## src/rtl/button_led_ctrl.sv

```systemverilog
// button_led_ctrl: debounced up/down/clear buttons with auto-repeat driving a
// wrap/saturate value register shown on LEDs as binary or bar graph.
module button_led_ctrl #(
  parameter int LED_W      = 16,
  parameter int DB_CYCLES  = 6250000,
  parameter int RPT_DELAY  = 50000000,
  parameter int RPT_PERIOD = 12500000
) (
  input  logic             i_clk,
  input  logic             i_rst_n,
  input  logic             i_btn_up,
  input  logic             i_btn_dn,
  input  logic             i_btn_clr,
  input  logic [1:0]       i_mode,
  output logic [LED_W-1:0] o_leds,
  output logic [LED_W-1:0] o_value,
  output logic             o_step
);
  localparam int DW   = $clog2(DB_CYCLES + 1);
  localparam int TMAX = RPT_DELAY > RPT_PERIOD ? RPT_DELAY : RPT_PERIOD;
  localparam int TW   = $clog2(TMAX + 1);
  typedef enum logic [1:0] {IDLE, DELAY, REPEAT} rpt_t;
  logic [1:0]       rst_sync;
  logic             rst_n;
  logic [2:0]       raw, db, db_q, rise;
  logic [1:0]       fall, rpt_req;
  logic             clr_req;
  logic [LED_W-1:0] value, value_nx, bar;
  assign raw     = {i_btn_clr, i_btn_dn, i_btn_up};
  assign rst_n   = rst_sync[1];
  assign rise    = db & ~db_q;
  assign fall    = ~db[1:0] & db_q[1:0];
  assign o_value = value;
  // assertion is immediate, release waits two clock edges
  always_ff @(posedge i_clk or negedge i_rst_n)
    if (!i_rst_n) rst_sync <= '0;
    else rst_sync <= {rst_sync[0], 1'b1};
  for (genvar b = 0; b < 3; b++) begin : g_db
    logic [1:0]    sync;
    logic [DW-1:0] cnt;
    logic          lvl, lvl_q;
    always_ff @(posedge i_clk or negedge rst_n)
      if (!rst_n) begin
        sync  <= '0;
        cnt   <= '0;
        lvl   <= 1'b0;
        lvl_q <= 1'b0;
      end else begin
        sync  <= {sync[0], raw[b]};
        lvl_q <= lvl;
        if (sync[1] == lvl) cnt <= '0;
        else if (cnt == DW'(DB_CYCLES - 1)) begin
          cnt <= '0;
          lvl <= ~lvl;
        end else cnt <= cnt + DW'(1);
      end
    assign db[b]   = lvl;
    assign db_q[b] = lvl_q;
  end
  for (genvar r = 0; r < 2; r++) begin : g_rpt
    rpt_t          st, st_nx;
    logic [TW-1:0] tmr, tmr_nx;
    logic          req, req_nx;
    always_ff @(posedge i_clk or negedge rst_n)
      if (!rst_n) begin
        st  <= IDLE;
        tmr <= '0;
        req <= 1'b0;
      end else begin
        st  <= st_nx;
        tmr <= tmr_nx;
        req <= req_nx;
      end
    always_comb begin
      st_nx  = st;
      tmr_nx = tmr + TW'(1);
      req_nx = 1'b0;
      if (fall[r]) begin
        st_nx  = IDLE;
        tmr_nx = '0;
      end else if (st == IDLE) begin
        tmr_nx = '0;
        req_nx = rise[r];
        st_nx  = rise[r] ? DELAY : IDLE;
      end else if (st == DELAY) begin
        if (RPT_DELAY == 0) tmr_nx = '0;
        else if (tmr == TW'(RPT_DELAY - 1)) begin
          req_nx = 1'b1;
          st_nx  = REPEAT;
          tmr_nx = '0;
        end
      end else if (tmr == TW'(RPT_PERIOD - 1)) begin
        req_nx = 1'b1;
        tmr_nx = '0;
      end
    end
    assign rpt_req[r] = req;
  end
  for (genvar g = 0; g < LED_W; g++) begin : g_bar
    assign bar[g] = value > LED_W'(g);
  end
  // clear dominates; simultaneous up and down cancel
  always_comb begin
    value_nx = clr_req            ? '0 :
               rpt_req == 2'b01   ? ((i_mode[0] && &value) ? value : value + LED_W'(1)) :
               rpt_req == 2'b10   ? ((i_mode[0] && value == '0) ? value : value - LED_W'(1)) :
                                    value;
  end
  always_ff @(posedge i_clk or negedge rst_n)
    if (!rst_n) begin
      clr_req <= 1'b0;
      value   <= '0;
      o_step  <= 1'b0;
      o_leds  <= '0;
    end else begin
      clr_req <= rise[2];
      value   <= value_nx;
      o_step  <= value_nx != value;
      o_leds  <= i_mode[1] ? bar : value;
    end
endmodule

```

## config.mk

```make
export PLATFORM = sky130hd
export DESIGN_NAME = button_led_ctrl
export DESIGN_NICKNAME = d
export VERILOG_FILES = /design/src/rtl/button_led_ctrl.sv
export SDC_FILE = /design/constraint.sdc
export NUM_CORES = 1
export LEC_CHECK = 0
export ABC_AREA = 1
export BUFFER_PORTS_ARGS = -buffer_cell sky130_fd_sc_hd__clkbuf_2
export CORE_MARGIN = 2
export CORE_UTILIZATION = 36
export CTS_BUF_LIST = sky130_fd_sc_hd__clkbuf_4 sky130_fd_sc_hd__clkbuf_8
export CTS_CLUSTER_SIZE = 10
export DETAILED_ROUTE_END_ITERATION = 10
export SLEW_MARGIN = 5
export SYNTH_ARGS = -nofsm -noshare
export SYNTH_HDL_FRONTEND = slang
export SYNTH_SLANG_ARGS = --single-unit
```

## constraint.sdc

```tcl
create_clock -name i_clk -period 7.5 [get_ports i_clk]
set_clock_uncertainty 0.15 [all_clocks]
set_input_delay 1.5 -clock i_clk [delete_from_list [all_inputs] [get_ports i_clk]]
set_output_delay 1.5 -clock i_clk [all_outputs]
set_load 0.03 [all_outputs]
```

# Word-level counts from Yosys, hierarchy flattened
# Cells that the tools add are included.
# totals
wordCells	128
input_bits	7
output_inout_bits	33
ff_bits	175
# classes
reduce_logical	15
n_addsub	7
bitwise_logic	10
muxes	42
eq_ne	15
n_lt_le_gt_ge	16
# ops
operator	count
$mux 26	10
$mux 23	6
$gt 16x4->1 const B	8
$mux 16	6
$add 23x1->23 const B	3
$eq 23x23->1 const B	3
$gt 16x3->1 const B	4
$add 26x1->26 const B	2
$eq 26x24->1 const B	2
$eq 26x26->1 const B	2
$gt 16x1->1 const B	2
$gt 16x2->1 const B	2
$add 16x1->16 const B	1
$logic_not 16->1	1
$mux 2	8
$ne 16x16->1	1
$reduce_and 16->1	1
$sub 16x1->16 const B	1
$mux 1	12
$reduce_bool 3->1	4
$reduce_and 2->1	5
$eq 2x1->1 const B	3
$not 1->1	6
$logic_not 2->1	2
other kinds (7)	10

# Longest topological paths before layout
# logic_depth
word_depth	7
mapped_depth	15
depth_no_buf	15

# Least setup slack after synthesis
# OpenSTA, ideal clock, no wires.
# synth_path
path_kind	input to register
start	in i_mode[0]
end	reg o_step
arrival_ns	2.398
path_slack_ns	4.822
required_time_ns	7.220
path_buffers	0
setup_ns	0.130
stages	11
cell_sequence	nand2_1 nor2_1 nand2_1 nor2_1 nand2_1 nand2_2 nand2_1 mux2i_1 nand3_1 nor2_1 nand4_1
# synth_via
elab_chain_cells	6
word_cells_on_any_way	8
cone_classes	eq/ne (1); mux (5); reduce/logical (2)
# synth_rtl
element	line	rtl
from (decl)	14	input logic [1:0] i_mode,
$logic_and 1x1->1	106	rpt_req == 2'b10 ? ((i_mode[0] && value == '0) ? value : value - LED_W'(1)) :
$mux 16 (2 in series)	106	
$mux 16 (*)	105	rpt_req == 2'b01 ? ((i_mode[0] && &value) ? value : value + LED_W'(1)) :
$mux 16 (*)	104	value_nx = clr_req ? '0 :
$ne 16x16->1 (*)	118	o_step <= value_nx != value;
to (signal assigned)	118	
to (decl)	17	output logic o_step
# Mark *: on every way between the ends. The rest lies on a longest branch, timed or not.
# A chain may end at the register's enable or synchronous reset.

# Final worst setup path
# layout_path
start	reg value[4] (netlist: o_value[4])
end	out o_value[4]
# layout_lines
element	line	rtl
from (decl)	28	logic [LED_W-1:0] value, value_nx, bar;
from (signal assigned)	117	value <= value_nx;
to (decl)	16	output logic [LED_W-1:0] o_value,
# No word-level cell between the ends.

==> impl_metrics.yaml <==
outcome:
  status: "finished with violations"
  violations: "DRC"
critical_path:
  crit_start: "o_value[4]"
  path_buf_inv: 1
  slowest_stage: "dfrtp_1"
  slowest_delay_ns: 0.63
  r2r-start: "o_value[1]"
  crit_path_start_kind: "flip-flop"
  crit_chain: "clkbuf_2"
  worstSetupPathType: "reg -> out"
  crit_family: "flip-flops"
  arrival_ns: 1.40
  crit_required_ns: 5.85
  endpoint_kind: "output port"
  crit_fanout: 12
power_and_ir_drop:
  vdd_drop_max_uv: 84.50
  leakage_uw: 0.004501
  pwr-share-comb: 0.022
  power_frac_seq: 0.578
  p_sw_frac: 0.2394
  pwr-share-clk: 0.400
  powerDensity_nw_per_um2: 158.2
  internal-power_uw: 1262
  p_sw_uw: 397.2
clock_network:
  clkTransAtPathRegs_ns: 0.09
  holdBufCountCts: 0
  ctsRootBufferMaster: "clkbuf_8"
  htreeDepth: 4
  clock_path_buffers: 2
  postCtsSetupBuffers: 0
  cts_buffers: 17
  clock-sinks: 175
  cts-resized-gates: 0
  tritoncts: "yes"
  clock_latency_ns: 0.47
final_layout:
  drive_above_1_share: 0.1232
  num-nets-final: 1253
  mostFrequentLayoutCells: "191 x nand2_1, 174 x dfrtp_1, 168 x nor2_1"
  n_fill_cell: 2685
  diodes: 0
  syn2layout_area_growth_pct: 9.150
  final_common_cell: "nand2_1"
route:
  dr_total_vias: 7880
  vias_per_cell: 4.972
  firstDrtPassIters: 9
  antenna_left: 0
  wl_per_cell_um: 12.92
  drt-total-wl_um: 20480
  drc_errors: 7
  drtIter0Drc: 669
floorplan:
  num_rows: 59
  coreArea_sq_um: 26130
  ios: 40
  fp.dieW_um: 167.4
  die_h_um: 167.4
  die_area_sq_um: 28030
  initial_core_util: 0.3679
global_routing:
  grt_pass1_vias: 7391
  track_usage: 0.1536
  gr-total-overflow: 0
  antenna_found_initial: 0
  grt_max_degree: 69
  grt_pass1_wl_um: 36000
timing:
  rsz0062_at_grt: "no"
  fin_setup_tns_ns: 0
  relSlewSlack: 0.3251
  hold_viol_final: 0
  tightestPinTransition_ns: 1.009
  timing.final.crit_share: 0.4072
  setup_ws_ns: 4.446
  slew_violations: 0
  timing.fmax_mhz: 327.4
  finalSetupViolations: 0
  period_minus_slack_ns: 3.054
flow_run:
  maxCapViolations: 0
synth:
  synth-async-reset-ratio: 1.000
  synthCells: 1202
  synth.net_count: 1218
  ys_ff_latch: 175
  synthMuxAreaShare: 0.01705
  syn-cell-area_sq_um: 9613
  ys.flop_type: "dfrtp_1"
  synth_edf_count: 0
  yosysWarnings: 0
  synthAdderAreaFrac: 0.01171
  yosysSeqAreaShare: 0.4556
  avgSynthCellArea_sq_um: 7.997
  synthSimpleGateAreaFrac: 0.3090
  synth_top_family_by_area: "simple AND/OR/NAND/NOR gates"
  synth_cell_type_count: 54
  yosys.area_share.xor_xnor: 0.03462
  synth_compound_area_frac: 0.09124
worst_hold_path:
  hold_start: "rst_sync[0]"
  hold_class: "reg -> reg"
place:
  routabilityCongestion: 0.8832
  place_ws_ns: 4.425
  dp_hpwl_um: 14890
  portBuffers: 39
## metal layers
metal  track usage  vias up  wire length [um]
met1        0.2243     3638             10290
met2        0.2360      185              9005
li1              -     4045                 -
met5             0        -                 0
met3       0.02623       12               987
met4       0.04121        0               193
## cells by family after synthesis
family / after synthesis
adders and majority gates: 9
DFF: 175
AOI/OAI and AO/OA: 157
xor gates and xnor gates: 38
buffers and inverters: 191
muxes: 16
other: 1
and+or+nand+nor: 615
## through the flow
stage                     instances  power (uW)  hold slack, ns  cell area [sq um]    util
after floorplan                1202        1003          0.1812               9613       -
after global placement         1553        1017          0.1853              10100  0.3863
after detailed placement       1553        1017          0.1847              10100  0.3863
after CTS                      1585        1690          0.2080              10490  0.4015
after global routing           1585        1740          0.2173              10490  0.4015
final                          1585        1659          0.2056              10490  0.4015
## Yosys cell counts (2+ instances only)
cell        n  share of area
nor4_1     22          0.014
o21ai_0    52          0.027
inv_2      13         0.0051
buf_4       2         0.0016
nand3b_1    3         0.0023
o22ai_1     2         0.0013
nand3_1    71          0.037
clkbuf_1    8         0.0031
a21oi_1    61          0.032
a21oi_2     2         0.0018
buf_6       5         0.0059
mux2i_1    13          0.014
xnor2_1     8         0.0073
nand2_1   191          0.075
nand2_2     8         0.0052
clkinv_1    4         0.0016
dfrtp_1   175           0.46
o32ai_1     2         0.0018
nor3_1     51          0.027
a31oi_1     7         0.0046
o21ai_1     9         0.0047
nor3_2     13          0.014
nand4_2     3         0.0039
o21a_1      9         0.0070
or2_2       2         0.0013
o31ai_1     2         0.0016
inv_1     149          0.058
nand3_2     7         0.0073
nand4_1    39          0.025
mux2_2      3         0.0035
nor3b_1     7         0.0055
ha_1        9          0.012
nor2_1    168          0.066
buf_2       9         0.0047
xor2_1     30          0.027
nor2_4      7         0.0082
nor2_2     19          0.012
## power by group through the flow
stage	Combinational, uW	Clock [uW]	Sequential [uW]
6_report	36.9	664	959
5_1_grt	43.8	734	962
4_1_cts	38.5	691	960
3_5_place_dp	38.5	0	979
3_3_place_gp	38.6	0	978
2_1_floorplan	17.4	0	986
## path summary, 6_finish.rpt
kind / depth (start not counted) / to / slack (ns)
worst max-delay path: 1 / o_value[4] / 4.45
worst min-delay path: 0 / rst_sync[1] / 0.21
worst max register to register: 13 / o_step / 4.77
worst min register to register: 0 / rst_sync[1] / 0.21
max in group asynchronous: 2 / g_rpt[1].tmr[17] / 4.97
min in group asynchronous: 0 / g_db[1].cnt[15] / 0.24
## sequential cells by signal, summed over array words and instances, names as in the netlist
signal	cells
g_rpt.tmr	52
g_rpt.st	4
g_db.lvl_q	3
g_db.lvl	3
o_leds	16
g_db.sync	6
o_step	1
g_rpt.req	2
g_db.cnt	69
clr_req	1
o_value	16
rst_sync	2
## area by class of cell
class	instances	area, sq um	share of cell area
inverters	166	623.1	0.05938
repair buffers	41	210.2	0.02003
flip-flops and latches	175	4383	0.4177
clock inverters	14	155.1	0.01479
well taps	335	419.2	0.03995
clock buffers	18	241.5	0.02301
multi-input cells	836	4461	0.4251
No activity file was read; power rests on OpenSTA's default activity.
